**config.mk**
```make
export PLATFORM = sky130hd
export DESIGN_NAME = register_file
export DESIGN_NICKNAME = d
export VERILOG_FILES = /design/src/rtl/register_file_pkg.sv /design/src/rtl/decoder5to32.sv /design/src/rtl/register_file.sv
export SDC_FILE = /design/constraint.sdc
export NUM_CORES = 2
export LEC_CHECK = 0
export ABC_CLOCK_PERIOD_IN_PS = 157600
export CORE_MARGIN = 2
export CORE_UTILIZATION = 38
export DETAILED_ROUTE_END_ITERATION = 8
export GPL_TIMING_DRIVEN = 0
export PLACE_DENSITY = 0.59
export SKIP_LAST_GASP = 1
export SLEW_MARGIN = 20
export SYNTH_ARGS = -nofsm -noshare
export SYNTH_HDL_FRONTEND = slang
export SYNTH_SLANG_ARGS = --single-unit
```
**constraint.sdc**
```tcl
create_clock -name clock -period 157.6 [get_ports clock]
set_input_delay 47.28 -clock clock [delete_from_list [all_inputs] [get_ports clock]]
set_output_delay 47.28 -clock clock [all_outputs]
set_load 0.01 [all_outputs]
```
**src/rtl/register_file_pkg.sv**
```systemverilog
// Shared constants for the register file, decode stage and writeback mux.
package register_file_pkg;

    localparam int DATA_WIDTH_DEF = 32;
    localparam int ADDR_WIDTH_DEF = 5;
    localparam int NUM_REGS_DEF   = 2 ** ADDR_WIDTH_DEF;

    // Architectural zero register index.
    localparam logic [4:0] REG_ZERO = 5'd0;

endpackage : register_file_pkg

```
**src/rtl/decoder5to32.sv**
```systemverilog
// Index-to-one-hot decoder for the register file write select.
// The write-enable qualification is applied by the caller, not here.
module decoder5to32 #(
    parameter int ADDR_WIDTH = 5,
    parameter int NUM_OUT    = 2 ** ADDR_WIDTH
) (
    input  logic [ADDR_WIDTH-1:0] idx_i,
    output logic [NUM_OUT-1:0]    sel_o
);

    // One-hot decode of the destination index.
    always_comb begin
        sel_o        = '0;
        sel_o[idx_i] = 1'b1;
    end

endmodule : decoder5to32

```
**src/rtl/register_file.sv**
```systemverilog
// 32 x 32 general-purpose register file: r0 hardwired to zero, one write
// port, two combinational read ports with optional same-cycle write bypass.
module register_file
    import register_file_pkg::*;
#(
    parameter int DATA_WIDTH = DATA_WIDTH_DEF,
    parameter int ADDR_WIDTH = ADDR_WIDTH_DEF,
    parameter int BYPASS     = 1
) (
    input  logic                  clock,
    input  logic                  ctrl_reset,
    input  logic                  ctrl_writeEnable,
    input  logic [ADDR_WIDTH-1:0] ctrl_writeReg,
    input  logic [DATA_WIDTH-1:0] data_writeReg,
    input  logic [ADDR_WIDTH-1:0] ctrl_readRegA,
    input  logic [ADDR_WIDTH-1:0] ctrl_readRegB,
    output logic [DATA_WIDTH-1:0] data_readRegA,
    output logic [DATA_WIDTH-1:0] data_readRegB
);

    localparam int NUM_REGS = 2 ** ADDR_WIDTH;
    localparam logic [ADDR_WIDTH-1:0] ZERO_IDX = ADDR_WIDTH'(REG_ZERO);

    logic [NUM_REGS-1:0]                 dec_sel;
    logic [NUM_REGS-1:0]                 wr_en;
    logic [NUM_REGS-1:0][DATA_WIDTH-1:0] regs_q;
    logic                                unused_sel0;

    decoder5to32 #(
        .ADDR_WIDTH (ADDR_WIDTH),
        .NUM_OUT    (NUM_REGS)
    ) u_dec (
        .idx_i (ctrl_writeReg),
        .sel_o (dec_sel)
    );

    // Gating with writeEnable here keeps an unknown index harmless when idle.
    assign wr_en       = dec_sel & {NUM_REGS{ctrl_writeEnable}};
    assign unused_sel0 = wr_en[0];

    // r0 has no storage at all.
    assign regs_q[0] = '0;

    genvar gi;
    generate
        for (gi = 1; gi < NUM_REGS; gi++) begin : g_reg
            logic [DATA_WIDTH-1:0] ent_q;
            logic [DATA_WIDTH-1:0] ent_d;

            assign ent_d = wr_en[gi] ? data_writeReg : ent_q;

            // Entry flop bank: async clear, loads only when selected.
            always_ff @(posedge clock or posedge ctrl_reset) begin
                if (ctrl_reset) ent_q <= '0;
                else            ent_q <= ent_d;
            end

            assign regs_q[gi] = ent_q;
        end
    endgenerate

    logic hit_a, hit_b;
    assign hit_a = (BYPASS != 0) && ctrl_writeEnable && (ctrl_writeReg == ctrl_readRegA);
    assign hit_b = (BYPASS != 0) && ctrl_writeEnable && (ctrl_writeReg == ctrl_readRegB);

    // Port A: zero-force for r0 and reset, then bypass, then storage.
    always_comb begin
        data_readRegA = '0;
        if (!ctrl_reset && ctrl_readRegA != ZERO_IDX) begin
            if (hit_a) data_readRegA = data_writeReg;
            else       data_readRegA = regs_q[ctrl_readRegA];
        end
    end

    // Port B: identical to port A.
    always_comb begin
        data_readRegB = '0;
        if (!ctrl_reset && ctrl_readRegB != ZERO_IDX) begin
            if (hit_b) data_readRegB = data_writeReg;
            else       data_readRegB = regs_q[ctrl_readRegB];
        end
    end

endmodule : register_file

```
==> qor.csv <==
stage,metric,value,unit
timing,ratio of final minimum period to clock period,0.633,
final_layout,Fillers,12878,
floorplanning,initial core utilization,0.382,
worst_setup_path,critical path endpoint category,output pin,
synthesis,post-synthesis mux area share,0.422,
timing,Final Critical Period,99690,ps
cts,level count of the clock H-tree,3,
timing,Slew HR,0.164,
floorplanning,Die Y-Extent,380,microns
synthesis,"EDFF count, synth",0,
synthesis,number of warnings printed during yosys synthesis,0,
synthesis,total standard cell area after synthesis,53900,sq um
detailed_routing,number of design rule violations left after detail routing,0,
synthesis,xor/xnor cell area share of the yosys netlist,0.00163,
timing,number of failing hold endpoints at the final stage,0,
detailed_routing,via count normalized by instance count,6.50,
synthesis,library cell occupying the most area in the post-synthesis netlist,dfrtp_1,
final_layout,share of post-route cells with drive strength above 1,0.458,
cts,number of sinks driven by the clock tree,992,
floorplanning,number of top-level design ports,114,
synthesis,Post-Syn Instances,3715,
synthesis,largest family of logic cells by synthesized area,multiplexers,
final_layout,area growth from synthesis to final layout,13.5,%
final_layout,"commonest non-fill, non-tap cells in the layout","mux2_2, dfrtp_1, mux4_2",
synthesis,area fraction of the dominant cell type after synthesis,0.461,
grt,via count of the first global-routing pass,37417,
timing,sum of negative setup slack,0,ps
detailed_routing,DR WL/cell,38.4,microns
floorplanning,site row count,138,
timing,hold slack,524,ps
run,max-cap violation count,0,
run_status,result of the run,"complete, no violations",
cts,TritonCTS clock tree,yes,
final_layout,number of nets in the final layout,3984,
grt,global-route wire length before repair,312,mm
synthesis,mean area per synthesized cell,14.5,sq um
worst_setup_path,worst path required time,110320,ps
power_and_ir_drop,P_leak,25.9,nW
synthesis,leading cell types by total area after synthesis,"dfrtp_1, mux2_2, mux4_2, mux2i_1, clkbuf_1",
synthesis,"share of synthesized cell area in full adder, half adder and majority cells",0,
synthesis,synthesis-stage register bit count,992,
synthesis,part of the Yosys area used for sequential elements,0.461,
cts,quantity of gates resized following cts,0,
timing,Max Freq,10.0,MHz
cts,largest buffer count on any clock path,3,
timing,Max Clock Skew,0,ps
final_layout,most frequent standard cell in the layout excluding fill and tap cells,mux2_2,
worst_setup_path,CP Class,input pin to output pin,
floorplanning,Die Width,380,microns
timing,Setup Viol. Count Final,0,
final_layout,largest register by flop count,g.ent_q,
detailed_routing,antenna-violating nets left,0,
cts,later-pin clock latency in the skew report,720,ps
synthesis,Syn Nets,3765,
synthesis,ys flop type,dfrtp_1,
cts,hold buffer count at CTS,0,
timing,Worst Tran Pin Value,1250,ps
synthesis,"Distinct cells, synth",53,
grt,pin count of the biggest net entering global routing,106,
cts,cell at the root of the clock tree,clkbuf_16,
grt,GRT Total Usage,0.309,
worst_setup_path,maximum fanout along the worst path,10,
grt,number of antenna violations at the first check in global routing,17,
final_layout,final std cells w/o fill,5918,
place,half-perimeter wire length after detailed placement,167,mm
worst_setup_path,critical path arrival,52410,ps
place,# port buffers,100,
synthesis,simple-gate area share of the yosys netlist,0.0248,
floorplanning,total die area,145000,sq um
timing,Max Transition Viols Final,0,
power_and_ir_drop,largest vdd supply drop,8.12,uV
cts,setup fix buffers added after clock tree synthesis,0,
detailed_routing,Pre-antenna DRT Iters,6,
final_layout,sequential cell area,24800,sq um
final_layout,biggest regs,g.ent_q (992),
cts,number of buffers added by the clock tree synthesis step,106,
cts,clock transition at the registers of the reported paths,60,ps
power_and_ir_drop,Power Density,12.8,nW/um^2
worst_setup_path,startpoint type of the worst setup path,input pin,
detailed_routing,Iter 0 DRT Violations,5177,
floorplanning,area of the core,141000,sq um
synthesis,compound-gate portion of the synthesized area,0.0527,
place,routability congestion estimate from global placement,1.00,
worst_hold_path,type of the worst min-delay path,flip-flop to flip-flop,
detailed_routing,Final Routed Wirelength,227,mm
detailed_routing,number of vias after detailed routing,38449,
timing,unrepaired setup endpoints after global routing,no,
synthesis,async set-or-reset flop fraction in the synthesized netlist,1.00,
final_layout,Largest register FFs,992,
grt,remaining global-route overflow,0,
final_layout,area taken by multi-input logic gates,27000,sq um
place,number of cells in the design after placement,5716,
cells by family after synthesis:
logic type,count (synthesis)
XOR/XNOR,10
AND/OR/NAND/NOR,287
AO/OA/AOI/OAI,380
buffers and inverters,408
multiplexers,1638
flip-flops,992
cells in the mapped netlist, types with 6 or more instances:
master and n:
mux2_2 1071, dfrtp_1 992, mux4_2 392, clkbuf_1 174, mux2i_1 171, nor2_1 109, buf_2 107, o22ai_1 91
nand2_1 80, a221oi_1 64, buf_1 54, a22oi_1 40, buf_4 38, o311ai_0 30, buf_6 29, a21oi_1 24
a32o_1 22, o21ai_0 20, a211oi_1 17, nor2b_1 16, o21ai_1 15, o221a_2 14, a31oi_1 12, nand2b_1 12
or3_1 12, nand3_1 11, a22o_1 10, or4_1 9, nor3_1 7, a41oi_1 6, nand3b_1 6, xnor2_1 6
worst paths after layout:
check / to / from / slack (ps) / depth (start not counted)
min in group asynchronous: g_reg[3].ent_q[28] / ctrl_reset / 47460 / 2
max reg2reg: g_reg[1].ent_q[24] / g_reg[1].ent_q[24] / 156770 / 1
min: g_reg[30].ent_q[14] / g_reg[30].ent_q[14] / 520 / 1
min reg2reg: g_reg[30].ent_q[14] / g_reg[30].ent_q[14] / 520 / 1
max: data_readRegA[26] / ctrl_readRegA[4] / 57910 / 8
max in group asynchronous: g_reg[25].ent_q[12] / ctrl_reset / 108310 / 5
metrics by stage:
step / worst slack [ps] / power (mW) / util / area, sq um
floorplan: 40370 / 0.455 / - / 53900
global placement: 28370 / 0.514 / 0.406 / 57200
detailed placement: 58300 / 0.519 / 0.408 / 57500
CTS: 58290 / 0.779 / 0.433 / 61100
global route: 58030 / 0.808 / 0.433 / 61100
finish: 57910 / 0.785 / 0.433 / 61200
critical path, stage by stage:
cell and delay [ps]:
clkdlybuf4s50_1 760, inv_1 410, clkbuf_1 550, clkbuf_1 570
nor2_1 880, nand2_1 460, a41oi_1 780, clkdlybuf4s50_1 680
per-layer routing:
layer,share of wire,up-vias,global-route usage
met2,0.43,2425,0.449
met5,0.00072,-,0.00628
met1,0.39,20599,0.406
met4,0.063,8,0.169
li1,-,14845,-
met3,0.12,572,0.105
power breakdown:
| part | total [mW] | switching (mW) | internal [mW] |
|---|---|---|---|
| combinational | 0.179 | 0.0846 | 0.0942 |
| clock | 0.264 | 0.113 | 0.151 |
| sequential | 0.343 | 0.0381 | 0.305 |
| total | 0.785 | 0.235 | 0.550 |
layout make-up:
type | instances | share of cell area
clock buffer | 170 | 0.0534
multi-input combinational | 2315 | 0.441
tap | 1890 | 0.0387
sequential | 992 | 0.406
antenna | 6 | 0.000246
timing repair buffer | 111 | 0.0213
inverter | 3 | 0.000307
clock inverter | 26 | 0.00536
buffer | 405 | 0.0338
Note: power is estimated with default switching activity, not from simulation.
